[src/rtl/servo_sequence_player.sv]
// Steps through a position ROM and drives a frame-synchronous servo PWM.
// A new pulse width takes effect only at a frame boundary, so the servo never sees a partial frame.
module servo_sequence_player #(
  parameter int unsigned FRAME_MAX = 999999,
  parameter int unsigned LAST_ADDR = 255,
  parameter int unsigned LOOP      = 0,
  parameter int unsigned PW_MIN    = 50000,
  parameter int unsigned PW_STEP   = 196
) (
  input  logic        CLK,
  input  logic        RST_N,
  input  logic        start,
  input  logic        stop,
  input  logic        enabler,
  input  logic [7:0]  dataPosROM,
  output logic [19:0] counter,
  output logic [7:0]  address,
  output logic        pwm,
  output logic        busy,
  output logic        done
);

  localparam logic [19:0] FRAME_LAST = 20'(FRAME_MAX);
  localparam logic [7:0]  ADDR_LAST  = 8'(LAST_ADDR);
  localparam logic [19:0] PW_MIN_W   = 20'(PW_MIN);
  localparam logic [19:0] PW_STEP_W  = 20'(PW_STEP);

  typedef enum logic [1:0] {IDLE, LOAD, PLAY, DONE} state_t;

  state_t      state_q, state_d;
  logic [19:0] counter_q, counter_d;
  logic [7:0]  address_q, address_d;
  logic        load_cnt_q, load_cnt_d;
  logic [7:0]  pos_reg_q, pos_reg_d;
  logic [19:0] pw_active_q, pw_active_d;
  logic        pwm_en_q, pwm_en_d;
  logic        pwm_q, pwm_d;
  logic        busy_q, busy_d;
  logic        done_q, done_d;
  logic [19:0] pw_target;
  logic        frame_end;

  assign frame_end = (counter_q == FRAME_LAST);
  assign pw_target = PW_MIN_W + 20'(pos_reg_q) * PW_STEP_W;

  always_comb begin
    state_d    = state_q;
    address_d  = address_q;
    load_cnt_d = 1'b0;
    pos_reg_d  = pos_reg_q;
    pwm_en_d   = pwm_en_q;
    counter_d  = frame_end ? 20'd0 : counter_q + 20'd1;
    // Width stays 0 until the first position is latched, so no stale pulse leaks out.
    pw_active_d = (frame_end && pwm_en_q) ? pw_target : pw_active_q;
    pwm_d       = pwm_en_q && (counter_q < pw_active_q);

    if (stop) begin
      state_d = IDLE;
    end else begin
      case (state_q)
        IDLE: if (start) begin
          state_d   = LOAD;
          address_d = 8'd0;
        end
        // First cycle lets the ROM sample the address; data is valid in the second.
        LOAD: if (!load_cnt_q) begin
          load_cnt_d = 1'b1;
        end else begin
          pos_reg_d = dataPosROM;
          pwm_en_d  = 1'b1;
          state_d   = PLAY;
        end
        PLAY: if (enabler) begin
          if (address_q != ADDR_LAST) begin
            address_d = address_q + 8'd1;
            state_d   = LOAD;
          end else if (LOOP != 0) begin
            address_d = 8'd0;
            state_d   = LOAD;
          end else begin
            state_d = DONE;
          end
        end
        DONE:    state_d = IDLE;
        default: state_d = IDLE;
      endcase
    end

    busy_d = (state_d != IDLE);
    done_d = (state_d == DONE);
  end

  always_ff @(posedge CLK or negedge RST_N) begin
    if (!RST_N) begin
      state_q     <= IDLE;
      counter_q   <= 20'd0;
      address_q   <= 8'd0;
      load_cnt_q  <= 1'b0;
      pos_reg_q   <= 8'd0;
      pw_active_q <= 20'd0;
      pwm_en_q    <= 1'b0;
      pwm_q       <= 1'b0;
      busy_q      <= 1'b0;
      done_q      <= 1'b0;
    end else begin
      state_q     <= state_d;
      counter_q   <= counter_d;
      address_q   <= address_d;
      load_cnt_q  <= load_cnt_d;
      pos_reg_q   <= pos_reg_d;
      pw_active_q <= pw_active_d;
      pwm_en_q    <= pwm_en_d;
      pwm_q       <= pwm_d;
      busy_q      <= busy_d;
      done_q      <= done_d;
    end
  end

  assign counter = counter_q;
  assign address = address_q;
  assign pwm     = pwm_q;
  assign busy    = busy_q;
  assign done    = done_q;

endmodule
[config.mk]
export PLATFORM = sky130hd
export DESIGN_NAME = servo_sequence_player
export DESIGN_NICKNAME = d
export VERILOG_FILES = /design/src/rtl/servo_sequence_player.sv
export SDC_FILE = /design/constraint.sdc
export NUM_CORES = 1
export LEC_CHECK = 0
export BUFFER_PORTS_ARGS = -buffer_cell sky130_fd_sc_hd__buf_2
export CAP_MARGIN = 0
export CORE_MARGIN = 10
export CORE_UTILIZATION = 51
export DETAILED_ROUTE_END_ITERATION = 7
export PLACE_DENSITY = 0.71
export SYNTH_ARGS = -nofsm -noshare
export SYNTH_HDL_FRONTEND = slang
export SYNTH_SLANG_ARGS = --single-unit
[constraint.sdc]
create_clock -name CLK -period 3.84 [get_ports CLK]
set_input_delay 0.192 -clock CLK [delete_from_list [all_inputs] [get_ports CLK]]
set_output_delay 0.192 -clock CLK [all_outputs]
set_load 0.005 [all_outputs]
== Word-level counts from Yosys, hierarchy flattened ==
Cells that the tools add are included.
Storage, ports and cells
  input bits: 13
  output and inout bits: 31
  flip-flop bits (word level): 63
  word-level logic and storage cells: 46
Operators by class
  magnitude comparators: 1
  reduce and logical (&&, ||, !) cells: 7
  equality and inequality tests: 9
  $mul: 1
  $add $sub $neg: 3
  mux-type cells: 14
  bitwise gates (word level): 1
Operators with widths (number)
  2-to-1 mux 8 bit: 3
  adder 20 x 1 -> 20 bit (second input constant): 1
  equality test 20 bit (second input constant): 1
  less-than comparator 20 bit: 1
  2-to-1 mux 20 bit: 1
  adder 16 x 16 -> 17 bit (first input constant): 1
  case mux 8 bit (2 select lines): 1
  multiplier 8 x 6 -> 14 bit (second input constant): 1
  2-to-1 mux 2 bit: 5
  adder 8 x 1 -> 8 bit (second input constant): 1
  inequality test 8 bit (second input constant): 1
  case mux 2 bit (4 select lines): 1
  equality test 2 bit (second input constant): 3
  inequality test 2 bit (second input constant): 3
  AND reduction 5 bit: 1
  nonzero test 2 bit: 2
  2-to-1 mux 1 bit: 3
  AND reduction 3 bit: 1
  equality test 2 x 1 -> 1 bit (second input constant): 1
  logical AND 1 bit: 2
  logical NOT 2 bit: 1
  inverter 1 bit: 1

== Logic depth before layout (Yosys ltp) ==
  depth in word-level cells: 6
  gate-level depth with buffers: 13

== Worst setup path before layout ==
OpenSTA, ideal clock, no wires.
  kind: reg-to-reg
  start: register pos_reg_q[1]
  end: register pw_active_q[15]
  cell stages (with the launch flop): 14
  path slack: 537 ps
  period minus slack after synthesis: 3303 ps
  data arrival time: 3177 ps
  cell sequence: dfrtp_1 ha_1 fa_1 ha_1 ha_1 inv_1 fa_1 nor2b_1 o311ai_2 nor4b_2 a2111oi_4 o21ai_0 xnor2_1 o21ai_1
Between the ends
  cells in the longest elaborated chain, start to end: 2
RTL lines
  from (decl): RTL line 34  | logic [7:0] pos_reg_q, pos_reg_d;
  from (signal assigned): RTL line 110  | pos_reg_q <= pos_reg_d;
  multiplier 8 x 6 -> 14 bit: RTL line 44  | assign pw_target = PW_MIN_W + 20'(pos_reg_q) * PW_STEP_W;
  adder 16 x 16 -> 17 bit: RTL line 44
  to (signal assigned): RTL line 111  | pw_active_q <= pw_active_d;
  to (decl): RTL line 35  | logic [19:0] pw_active_q, pw_active_d;
Every way passes these cells.
A chain may end at the register's enable or synchronous reset.

== Final worst setup path ==
  start: register pos_reg_q[2]
  end: register pw_active_q[14]
Same word-level chain as after synthesis.

==> results.py <==
metrics = {
    "status": {
        "run_status": "finished with violations",
        "violations": "hold timing",
    },
    "sta": {
        "max_slew_margin_pct": 52.1,
        "setup_viol": 0,
        "rsz0062_at_grt": "no",
        "fmax_mhz": 279,
        "skew_ns": 0.00714,
        "layout_setup_ws_ns": 0.251,
        "hold_viol": 11,
        "fin_setup_tns_ns": 0,
        "worst_slew_pin_slew_ns": 0.717,
        "hold_slack_ns": -0.00425,
        "slew_viol_final": 0,
        "fin_crit_sh_pct": 93.5,
        "period_minus_slack_ns": 3.59,
    },
    "setup_path": {
        "arrival_ns": 3.80,
        "cp_max_fo": 5,
        "cp_common_cell": "ha_1",
        "critPathCaptureType": "register",
        "crit_chain": "ha_1 > fa_1 > ha_1 > ha_1 > inv_1 > fa_1 > nor2b_1 > o31ai_1 > xnor2_1 > nand2_1 > or3_4 > xor2_1 > o21ai_2",
        "worst_r2r_path_depth": 13,
        "cp-start-kind": "register",
        "worst-path-buf-inv": 1,
        "cp-startpoint": "pos_reg_q[2]",
        "worst_r2r_endpoint": "pw_active_q[14]",
        "max_stage_delay_ns": 0.47,
        "r2r_slack_ns": 0.25,
        "critical-path-slowest-cell": "fa_1",
        "path_delay_family": "adder cells",
        "crit_type": "register to register",
        "r2r_start": "pos_reg_q[2]",
        "crit_required_ns": 4.05,
    },
    "drt": {
        "finalWirelength_um": 7540,
        "via_per_inst": 5.30,
        "drtIter0Drc": 137,
        "dr.pass1.iters": 5,
        "num_vias": 2709,
        "drc": 0,
        "routedWlPerCell_um": 14.8,
        "ant_nets": 0,
    },
    "cts": {
        "cts_setup_buffers": 0,
        "cts-root-buf": "clkbuf_8",
        "cts_sinks": 58,
        "cts_inserted_buffers": 9,
        "cts_tree": "done",
        "cts_buffer_depth": 2,
        "ctsHoldBuffers": 0,
        "clk_pin_slew_ns": 0.06,
        "htreeDepth": 3,
        "clkLatencyLatePin_ns": 0.33,
        "cts_resized": 0,
    },
    "global_routing": {
        "grt_overflow": 0,
        "grt_pass1_vias": 2631,
        "antenna_found_initial": 0,
        "grt_pass1_wl_um": 12900,
        "grt_use_total_pct": 14.0,
        "grt_max_degree": 59,
    },
    "logic_synthesis": {
        "ys_ff_latch": 58,
        "synth_ff_type": "dfrtp_1",
        "syn_area_per_cell_um2": 10.2,
        "muxShareOfSynthArea_pct": 3.44,
        "syn_inst": 359,
        "seq_area_frac_synth_pct": 39.5,
        "synth_edf_count": 0,
        "async_flop_share_pct": 100,
        "synthSimpleGateAreaFrac_pct": 18.3,
        "syn_area_um2": 3670,
        "yosys.cell_types.count": 51,
        "ys_warn_count": 0,
        "synth-compound-area-share_pct": 9.51,
        "synth-xor-area-share_pct": 8.59,
        "synth_nets": 420,
        "synth_top_family_by_area": "simple AND/OR/NAND/NOR gates",
        "synthAdderAreaFrac_pct": 17.0,
    },
    "pwr": {
        "irDropWorstVdd_uv": 407,
        "p_comb_share_pct": 44.5,
        "pwr_density_cell_nw_per_um2": 589,
        "seqPwrFrac_pct": 27.6,
        "switchingPower_w": 0.000876,
        "clockPowerShare_pct": 28.0,
        "sw_frac_of_total_pct": 35.1,
        "p_leak_nw": 2.13,
        "cellInternalPower_w": 0.00162,
    },
    "final_layout": {
        "area_growth_pct": 15.6,
        "nNetsFinal": 471,
        "fin_util_pct": 61.4,
        "fin_area_um2": 4240,
        "antenna_cells": 0,
        "layout-drive-gt1-share_pct": 20.5,
    },
    "place": {
        "place_ws_ns": 0.309,
        "place_area_um2": 3990,
        "io_buffers": 43,
        "dp_hpwl_um": 5710,
        "gp_congestion": 0.863,
    },
    "floorplanning": {
        "die_width_um": 105,
        "die_area_um2": 11000,
        "io_pins": 44,
        "std_cell_rows": 30,
        "die_y_um": 105,
        "initial_core_util_pct": 53.1,
        "core_um2": 6910,
    },
    "hold_path": {
        "hp-class": "input pin to async pin",
    },
    "run": {
        "drv_cap": 0,
    },
}
power groups by stage:
stage,Clock (W),Combinational (W),Sequential (W)
CTS,0.000711,0.00112,0.000688
global route,0.000743,0.00125,0.000693
floorplan,0,0.000909,0.000684
finish,0.000699,0.00111,0.000689
global placement,0,0.00108,0.000697
detailed placement,0,0.00110,0.000700
layer usage:
metal	up-vias	global-route usage [%]	wire (µm)
met5	-	0	0
met4	0	5.78	146
met3	8	3.69	319
met2	39	21.8	3550
met1	1299	18.1	3520
li1	1363	-	-
per-stage QoR:
| step | cells | total power (W) |
|---|---|---|
| floorplan | 359 | 0.00159 |
| global placement | 495 | 0.00177 |
| detailed placement | 495 | 0.00180 |
| CTS | 511 | 0.00252 |
| global route | 511 | 0.00269 |
| finish | 511 | 0.00250 |
cell usage after synthesis (2+ instances only):
cell type	number	area [µm²]
and2_1	2	12.5
dfrtp_1	58	1450
nor3b_1	3	22.5
fa_1	3	60.1
nand3b_1	3	22.5
a21o_1	7	52.6
a211o_1	2	17.5
a31oi_1	3	18.8
o21ai_0	19	95.1
clkbuf_1	3	11.3
nor2b_1	7	43.8
nand4_1	9	56.3
nor2_1	24	90.1
ha_1	45	563
and4_1	3	26.3
xor2_1	20	175
nor3_1	3	15.0
mux2_2	9	101
and3_1	7	43.8
nand3_1	17	85.1
xnor2_1	16	140
a21oi_1	11	55.1
inv_1	26	97.6
nand2_1	26	97.6
nand2b_1	2	12.5
nor4bb_1	2	20.0
nor4b_1	2	17.5
or2_2	4	25.0
how the worst max path moves through the flow:
stage	to	slack, ns	cells past startpoint
3_3_place_gp	pw_active_q[15]	0.39	13
5_1_grt	pw_active_q[14]	0.02	13
4_1_cts	pw_active_q[14]	0.27	13
3_5_place_dp	pw_active_q[14]	0.31	13
6_report	pw_active_q[14]	0.25	13
2_1_floorplan	pw_active_q[15]	0.54	13
area by class of cell:
type / instances / area [µm²]
Tap cell: 96 / 120
Multi-Input combinational cell: 269 / 2090
Inverter: 26 / 97.6
Fill cell: 613 / 2660
Clock buffer: 11 / 151
Sequential cell: 58 / 1450
Clock inverter: 5 / 100
Timing Repair Buffer: 46 / 238
cells in the final DEF (no fill, tap or decap), drive strengths merged, types with 2 or more instances in the layout:
master	n
dfrtp	58
buf	46
ha	45
nand2	27
inv	26
nor2	24
o21ai	21
xor2	20
nand3	18
xnor2	16
a21oi	11
clkbuf	11
mux2	10
nand4	9
nor2b	7
and3	7
a21o	7
nor3	5
or2	4
nor3b	3
and4	3
nand3b	3
a31oi	3
fa	3
bufinv	3
nor4b	3
nor4bb	2
and2	2
nand2b	2
a211o	2
clkinv	2
a2111oi	2
o311ai	2
or3	2
sequential cells by signal (all words and copies together), names as in the netlist:
signal,flops
pwm_en_q,1
pwm,1
address,8
busy,1
counter,20
load_cnt_q,1
pw_active_q,15
state_q,2
done,1
pos_reg_q,8
cells by family after synthesis:
logic type / count (synthesis)
and+or+nand+nor: 122
DFF: 58
AOI/OAI and AO/OA: 52
adders and majority gates: 48
xor gates and xnor gates: 36
buffers and inverters: 32
muxes: 11
No activity file was read; power rests on OpenSTA's default activity.
